==> config.mk <==
export PLATFORM = sky130hd
export DESIGN_NAME = i2c_txn_arbiter
export DESIGN_NICKNAME = d
export VERILOG_FILES = /design/src/rtl/i2c_arb_pkg.sv /design/src/rtl/rr_priority_picker.sv /design/src/rtl/i2c_txn_arbiter.sv
export SDC_FILE = /design/constraint.sdc
export NUM_CORES = 1
export LEC_CHECK = 0
export BUFFER_PORTS_ARGS = -buffer_cell sky130_fd_sc_hd__buf_2
export CORE_UTILIZATION = 50
export CTS_BUF_LIST = sky130_fd_sc_hd__clkbuf_8
export CTS_CLUSTER_SIZE = 10
export DETAILED_ROUTE_END_ITERATION = 12
export PLACE_DENSITY = 0.79
export SYNTH_ARGS = -nofsm -noshare
export SYNTH_HDL_FRONTEND = slang
export SYNTH_SLANG_ARGS = --single-unit
export TNS_END_PERCENT = 50
==> constraint.sdc <==
create_clock -name clk -period 7.7 [get_ports clk]
set_input_delay 1.155 -clock clk [delete_from_list [all_inputs] [get_ports clk]]
set_output_delay 1.155 -clock clk [all_outputs]
set_load 0.02 [all_outputs]
==> src/rtl/i2c_arb_pkg.sv <==
// Shared types and constants for the I2C transaction arbiter.
package i2c_arb_pkg;

    localparam int I2C_ADDR_W = 7;
    localparam int I2C_DATA_W = 8;

    typedef enum logic [2:0] {
        IDLE,
        ARB,
        ISSUE,
        WAIT,
        RESP
    } arb_state_t;

    localparam logic [1:0] ST_OK      = 2'b00;
    localparam logic [1:0] ST_NACK    = 2'b01;
    localparam logic [1:0] ST_TIMEOUT = 2'b10;

endpackage

==> src/rtl/rr_priority_picker.sv <==
// Combinational round-robin picker: first set request at or above ptr, with wrap-around.
module rr_priority_picker #(
    parameter int N = 4
) (
    input  logic [N-1:0]         req,
    input  logic [$clog2(N)-1:0] ptr,
    output logic [N-1:0]         gnt_onehot,
    output logic [$clog2(N)-1:0] gnt_idx,
    output logic                 any
);

    localparam int IW = $clog2(N);

    logic [IW-1:0] cand;

    // Walk the rotated order backwards so the candidate closest to ptr is written last and wins.
    always_comb begin
        gnt_onehot = '0;
        gnt_idx    = '0;
        any        = 1'b0;
        cand       = '0;
        for (int k = N - 1; k >= 0; k--) begin
            cand = IW'((int'(ptr) + k) % N);
            if (req[cand]) begin
                gnt_onehot       = '0;
                gnt_onehot[cand] = 1'b1;
                gnt_idx          = cand;
                any              = 1'b1;
            end
        end
    end

endmodule

==> src/rtl/i2c_txn_arbiter.sv <==
// Shares one I2C master among NUM_REQ requesters: round-robin grant, command issue,
// completion/watchdog handling and per-requester response.
module i2c_txn_arbiter
    import i2c_arb_pkg::*;
#(
    parameter int NUM_REQ        = 4,
    parameter int TIMEOUT_CYCLES = 4096
) (
    input  logic                          clk,
    input  logic                          reset,
    input  logic [NUM_REQ-1:0]            req_valid,
    input  logic [I2C_ADDR_W*NUM_REQ-1:0] req_addr,
    input  logic [NUM_REQ-1:0]            req_rw,
    input  logic [I2C_DATA_W*NUM_REQ-1:0] req_wdata,
    output logic [NUM_REQ-1:0]            req_ready,
    output logic [NUM_REQ-1:0]            rsp_valid,
    output logic [I2C_DATA_W-1:0]         rsp_rdata,
    output logic [1:0]                    rsp_status,
    output logic [$clog2(NUM_REQ)-1:0]    grant_id,
    output logic                          m_start,
    output logic [I2C_ADDR_W-1:0]         m_addr,
    output logic                          m_rw,
    output logic [I2C_DATA_W-1:0]         m_wdata,
    output logic                          m_abort,
    input  logic                          m_busy,
    input  logic                          m_done,
    input  logic [I2C_DATA_W-1:0]         m_rdata,
    input  logic                          m_ack_error
);

    localparam int IDX_W = $clog2(NUM_REQ);
    localparam int TMR_W = $clog2(TIMEOUT_CYCLES);
    localparam logic [TMR_W-1:0] TMR_LAST = TMR_W'(TIMEOUT_CYCLES - 1);
    localparam logic [IDX_W-1:0] IDX_LAST = IDX_W'(NUM_REQ - 1);

    arb_state_t         state;
    logic [IDX_W-1:0]   rr_ptr;
    logic [TMR_W-1:0]   timer;
    logic [NUM_REQ-1:0] pick_onehot;
    logic [IDX_W-1:0]   pick_idx;
    logic               pick_any;

    rr_priority_picker #(.N(NUM_REQ)) u_picker (
        .req        (req_valid),
        .ptr        (rr_ptr),
        .gnt_onehot (pick_onehot),
        .gnt_idx    (pick_idx),
        .any        (pick_any)
    );

    always_ff @(posedge clk) begin
        if (reset) begin
            state      <= IDLE;
            rr_ptr     <= '0;
            timer      <= '0;
            req_ready  <= '0;
            rsp_valid  <= '0;
            rsp_rdata  <= '0;
            rsp_status <= ST_OK;
            grant_id   <= '0;
            m_start    <= 1'b0;
            m_addr     <= '0;
            m_rw       <= 1'b0;
            m_wdata    <= '0;
            m_abort    <= 1'b0;
        end else begin
            req_ready <= '0;
            rsp_valid <= '0;
            m_start   <= 1'b0;
            m_abort   <= 1'b0;
            case (state)
                IDLE: begin
                    if (|req_valid) state <= ARB;
                end
                ARB: begin
                    if (pick_any) begin
                        req_ready <= pick_onehot;
                        m_addr    <= req_addr[32'(pick_idx)*I2C_ADDR_W +: I2C_ADDR_W];
                        m_rw      <= req_rw[pick_idx];
                        m_wdata   <= req_wdata[32'(pick_idx)*I2C_DATA_W +: I2C_DATA_W];
                        grant_id  <= pick_idx;
                        state     <= ISSUE;
                    end else begin
                        state <= IDLE;
                    end
                end
                ISSUE: begin
                    if (!m_busy) begin
                        m_start <= 1'b1;
                        timer   <= '0;
                        state   <= WAIT;
                    end
                end
                WAIT: begin
                    timer <= timer + 1'b1;
                    // A completion is answered immediately; a timeout first spends a cycle on the abort.
                    if (m_done) begin
                        rsp_valid[grant_id] <= 1'b1;
                        rsp_status          <= m_ack_error ? ST_NACK : ST_OK;
                        rsp_rdata           <= (m_ack_error || !m_rw) ? '0 : m_rdata;
                        state               <= RESP;
                    end else if (timer == TMR_LAST) begin
                        m_abort    <= 1'b1;
                        rsp_status <= ST_TIMEOUT;
                        rsp_rdata  <= '0;
                        state      <= RESP;
                    end
                end
                RESP: begin
                    if (rsp_status == ST_TIMEOUT) rsp_valid[grant_id] <= 1'b1;
                    rr_ptr <= (grant_id == IDX_LAST) ? '0 : grant_id + 1'b1;
                    state  <= IDLE;
                end
                default: state <= IDLE;
            endcase
        end
    end

endmodule
* Word level (Yosys, flattened, before mapping)
Cells that the tools add are included.
** Word-level totals
- Register bits after elaboration :: 55
- Latch bits :: 0
- RAM bits :: 0
- ROM bits :: 0
- Bits of input ports :: 81
- Output and inout port bits :: 38
- Logic and storage cells :: 116
- Memories :: 0
** Cells by class
- $add $sub $neg :: 5
- $mul :: 1
- Div/mod/pow operators :: 0
- $lt $le $gt $ge :: 11
- Eq/ne operators :: 10
- Shift operators :: 2
- Muxes and demuxes :: 52
- Bitwise gates (word level) :: 4
- Reduce and logical (&&, ||, !) cells :: 18
** Operator list (count)
- $shiftx A32 B6 Y8 :: 1
- $shiftx A28 B6 Y7 :: 1
- $mux W4 :: 6
- $mux W8 :: 3
- $pmux W12 S2 :: 1
- $lt A2 B3 Y1 const B :: 6
- $mux W1 :: 17
- $mux W2 :: 8
- $add A12 B1 Y12 const B :: 1
- $eq A12 B12 Y1 const B :: 1
- $mux W12 :: 1
- $mux W3 :: 4
- $pmux W3 S4 :: 1
- $bmux W1 S2 :: 5
- $demux W1 S2 :: 5
- $ge A2 B1 Y1 const B :: 5
- $pmux W4 S2 :: 1
- $eq A3 B2 Y1 const B :: 2
- $reduce_and A2 Y1 :: 3
- $reduce_or A3 Y1 :: 2
- $logic_and A1 B1 Y1 :: 5
- $mul A2 B3 Y5 const B :: 1
- $add A2 B1 Y2 const B :: 2
- $add A2 B2 Y2 const B :: 2
- 13 further kinds :: 19

* Longest topological paths before layout
- Depth in word-level cells :: 9
- Mapped depth :: 11
- Depth with buffers taken out :: 8

* By module
Synthesis repeated with hierarchy kept, for this count alone.
** Unflattened totals
- Cell total of the unflattened synthesis :: 327
- Area total of the unflattened synthesis :: 3071.7 µm²
** Modules (own cells, without submodules)
- i2c_txn_arbiter :: instances 1, cells each 259, area each 2547.4 µm², seq. area each 1101.1 µm²
- rr_priority_picker :: instances 1, cells each 68, area each 524.3 µm², seq. area each 0.0 µm²

* Worst setup path after synthesis
Ideal clock, no wire load.
- Kind :: input to register
- Start point :: input req_valid[0]
- End point :: register m_addr[3]
- Library setup time :: 0.131 ns
- Arrival time :: 2.973 ns
- Required time :: 7.569 ns
- Path slack :: 4.596 ns
- Stages on the path :: 9
- Buffers on the path :: 3
- Cells stage by stage :: buf_2 > mux4_2 > nor2b_2 > buf_4 > nor2_4 > buf_6 > mux2_4 > a221oi_1 > o22ai_1
** Between the ends
- Word-level cells in the longest chain between the ends :: 8
- Elaborated cells on any way between the ends :: 19
- Those cells by class :: mul: 1; shift: 1; mux: 16; reduce/logical: 1
** RTL lines
- start, declared :: line i2c_txn_arbiter.sv:11 : input logic [NUM_REQ-1:0] req_valid,
- $bmux W1 S2 :: line rr_priority_picker.sv:24 : if (req[cand]) begin
- $mux W1 (implied by the code) :: line rr_priority_picker.sv:24
- $mux W2 (4 in a row) :: line rr_priority_picker.sv:24
- $mul A2 B3 Y5 :: line i2c_txn_arbiter.sv:78 : m_addr <= req_addr[32'(pick_idx)*I2C_ADDR_W +: I2C_ADDR_W];
- $shiftx A28 B6 Y7 :: line i2c_txn_arbiter.sv:78
- end signal, assigned :: line i2c_txn_arbiter.sv:78
- end, declared :: line i2c_txn_arbiter.sv:21 : output logic [I2C_ADDR_W-1:0] m_addr,
Parallel ways exist; a longest one is shown, timed or not. The select of a mux whose other input is x is not followed.
A chain may end at the register's enable or synchronous reset.

* Worst setup path in the final report
- Start point :: register rr_ptr[0]
- End point :: register m_wdata[6]
** Between the ends
- Word-level cells in the longest chain between the ends :: 8
- Elaborated cells on any way between the ends :: 21
- Those cells by class :: add/sub: 3; shift: 1; mux: 16; reduce/logical: 1
** RTL lines
- start, declared :: line i2c_txn_arbiter.sv:37 : logic [IDX_W-1:0] rr_ptr;
- start signal, assigned :: line i2c_txn_arbiter.sv:111 : rr_ptr <= (grant_id == IDX_LAST) ? '0 : grant_id + 1'b1;
- $add A2 B2 Y2 :: line rr_priority_picker.sv:23 : cand = IW'((int'(ptr) + k) % N);
- $bmux W1 S2 :: line rr_priority_picker.sv:24
- $mux W1 (implied by the code) :: line rr_priority_picker.sv:24
- $mux W2 / $mux W1 (equally long branches) (4 in a row) :: line rr_priority_picker.sv:24
- $shiftx A32 B6 Y8 / $reduce_and A2 Y1 (equally long branches)
- end signal, assigned :: line i2c_txn_arbiter.sv:80 : m_wdata <= req_wdata[32'(pick_idx)*I2C_DATA_W +: I2C_DATA_W];
- end, declared :: line i2c_txn_arbiter.sv:23 : output logic [I2C_DATA_W-1:0] m_wdata,
Parallel ways exist; a longest one is shown, timed or not. The select of a mux whose other input is x is not followed.

==> results.txt <==
Dominant synthesized flop cell: dfxtp_1
Grt ovf: 0
# resized after CTS: 0
Endpoint class of the critical path: flip-flop
Met3 WL: 516 µm
Cells on worst reg2reg path: 8
Worst Path Buf+Inv: 1
CP Launch Type: flip-flop
Post-route design area: 4210 µm²
DP Area: 4130 µm²
Largest net degree at the start of global routing: 44
Root Buffer Master: clkbuf_8
Initial Utilization: 0.518
Post-CTS Setup Repair Bufs: 0
Syn_nets: 478
Met1 WL: 4000 µm
Switching Share: 0.314
Hold Violations, Final: 0
Critical path arrival: 4120 ps
Routed wire length: 9200 µm
Via density: 6.05
Internal: 0.432 mW
Power density over the cells: 150 nW/µm²
Die Wd: 85.9 µm
Met2 WL: 4520 µm
Largest cells by area after synthesis: dfxtp_1 (31%), nor2_1 (5.2%), a221oi_2 (5.1%)
# DRC: 0
Core outline area: 6790 µm²
Row cnt: 30
Slew headroom: 0.231
Worst hold path depth: 2
Avg Inst Size Synth: 9.17 µm²
Die Area: 7380 µm²
Comb pwr share: 0.260
Worst clock skew: 12.4 ps
Area leader, netlist: dfxtp_1
Seq cells post-synth: 55
LEAKAGE: 1.75 nW
Initial antenna violation count: 0
HPWL after detailed placement: 6550 µm
CP Data Required Time: 7890 ps
Crit-path leading delay family: flip-flops
Final period util: 0.510
Final GP Congestion: 0.843
Max clock buf depth: 2
Area Overhead vs Synth: 19.7%
N_diodes: 0
Reg clk slew, reported paths: 110 ps
Gr usage total: 0.247
Cells after synthesis: 384
Antenna-violating nets left: 0
Maximum fanout along the worst path: 43
Area share of the largest cell type after synthesis: 0.313
Sequential share of the synthesized area: 0.313
Tmin final: 3920 ps
Yosys warnings: 0
CTS tree: yes
First-pass GRT wire length: 14,700 µm
HP Class: flip-flop to flip-flop
Die Y-Extent: 85.9 µm
Vias in the first global route: 3,216
RSZ-0062 raised after global routing: false
PortBufs: 118
Synth cell count leaders: dfxtp_1 (55), nor2_1 (49), a21oi_1 (27)
Number of flops mapped to enable cells by yosys: 0
Critical path depth: 8
Maxcap violations: 0
Num Clock Sinks: 55
Top Layer Used: met4
Drt pass-1 iters: 7
Via count: 3,516
Share of power burned in registers: 0.485
Most numerous cell in the Yosys netlist: dfxtp_1
Layout cells sized above 1: 0.348
Setup violators final: 0
Synth async-reset ratio: 0
Drt first-iter violations: 293
Status: complete, no violations
Hold buffers post-CTS: 0
Slew Limit Fails: 0
Synthesized cell area: 3520 µm²
H-tree depth: 2
Crit Path Category: flip-flop to flip-flop
Slowest-stage cell, CP: dfxtp_2
Clk pwr share: 0.255
Setup TNS: 0 ps
Filler cells: 613
Num CTS Buffers: 5
Max Fclk: 255 MHz
Drt wl/cell: 15.8 µm
# nets final: 578
Peak supply drop: 102 µV
I/O pin count: 119
CP cell instances: inv_1 > ha_1 > mux4_2 > nor2b_2 > nor2_4 > mux2_1 > a222oi_1 > o22ai_1
Crit path largest cell delay: 1020 ps
Sw Pwr: 0.198 mW
Unique masters post-synth: 50
Latest clock arrival within the worst-skew pair: 320 ps
Worst-margin pin slew: 1150 ps
[routing by layer]
metal,GRT usage,vias to the layer above
met5,0,-
met4,0.0955,0
met3,0.0404,17
met2,0.403,132
met1,0.327,1688
li1,-,1679
[worst paths after layout]
check	start	end	slack, ps
hold / removal	rsp_status[1]	rsp_status[1]	490
setup reg to reg	rr_ptr[0]	m_wdata[6]	3780
hold reg to reg	rsp_status[1]	rsp_status[1]	490
setup / recovery	rr_ptr[0]	m_wdata[6]	3780
[logic make-up after synthesis]
logic type,after synthesis,synth area share
flip-flops,55,0.313
multiplexers,43,0.157
AO/OA/AOI/OAI,128,0.291
adder cells (fa/ha/maj),13,0.0462
buffers and inverters,38,0.0512
AND/OR/NAND/NOR,107,0.142
[cells in the final DEF, fill, tap and decap left out, types with 2 or more instances in the layout]
master	netlist	final
nor3_1	9	9
or2_2	2	2
mux2_1	16	16
mux4_2	2	2
nand2_1	18	18
nand2b_1	2	2
nand3_1	7	7
a32oi_1	3	3
a22oi_1	15	15
inv_1	10	11
nand4_1	3	3
ha_1	13	13
a222oi_1	14	14
o211ai_1	3	3
buf_4	1	3
mux2_4	12	12
and2_1	5	5
a21o_1	2	2
a21oi_1	27	27
mux2_2	4	4
nor3b_1	2	2
o22ai_1	14	14
o21ai_0	6	6
a22o_1	14	14
nor4_1	2	2
a211oi_1	4	3
a221oi_2	12	12
nor2_1	49	47
nand3b_1	2	2
a221oi_1	7	7
buf_2	3	118
clkbuf_8	0	5
mux2i_1	8	8
dfxtp_1	55	54
nor2_2	0	2
[registers in the layout, summed over array words and instances (netlist names)]
| register | cells |
|---|---|
| rsp_rdata | 8 |
| m_wdata | 8 |
| state | 3 |
| rr_ptr | 2 |
| req_ready | 4 |
| m_rw | 1 |
| rsp_valid | 4 |
| timer | 12 |
| m_abort | 1 |
| grant_id | 2 |
| rsp_status | 2 |
| m_addr | 7 |
| m_start | 1 |
[through the flow]
step	std cells	hold slack, ps	total power [mW]	utilization	worst slack, ps
after floorplan	384	452	0.423	-	4600
final	581	494	0.630	0.620	3780
after global routing	581	518	0.660	0.620	3480
after detailed placement	573	468	0.475	0.608	3790
after CTS	581	489	0.632	0.620	3790
after global placement	573	450	0.470	0.608	3900
[worst reg2reg max path: stages, from the launching register on]
cell	delay, ps
dfxtp_2	1020
inv_1	350
ha_1	500
mux4_2	290
nor2b_2	100
nor2_4	780
mux2_1	400
a222oi_1	240
o22ai_1	120
[layout make-up]
class | count | area (µm²) | share of cell area
flip-flops and latches | 55 | 1100 | 0.262
well taps | 96 | 120 | 0.0285
repair buffers | 121 | 613 | 0.145
multi-input cells | 291 | 2260 | 0.535
clock inverters | 3 | 16.3 | 0.00386
inverters | 10 | 37.5 | 0.00891
clock buffers | 5 | 68.8 | 0.0163
[power by group through the flow]
stage                     Sequential [mW]  Clock, mW  Combinational, mW
after detailed placement            0.312          0              0.163
after CTS                           0.305      0.163              0.163
after global placement              0.312          0              0.159
after global routing                0.307      0.174              0.178
after floorplan                     0.319          0              0.104
final                               0.306      0.161              0.164
(Power assumes the default switching activity.)
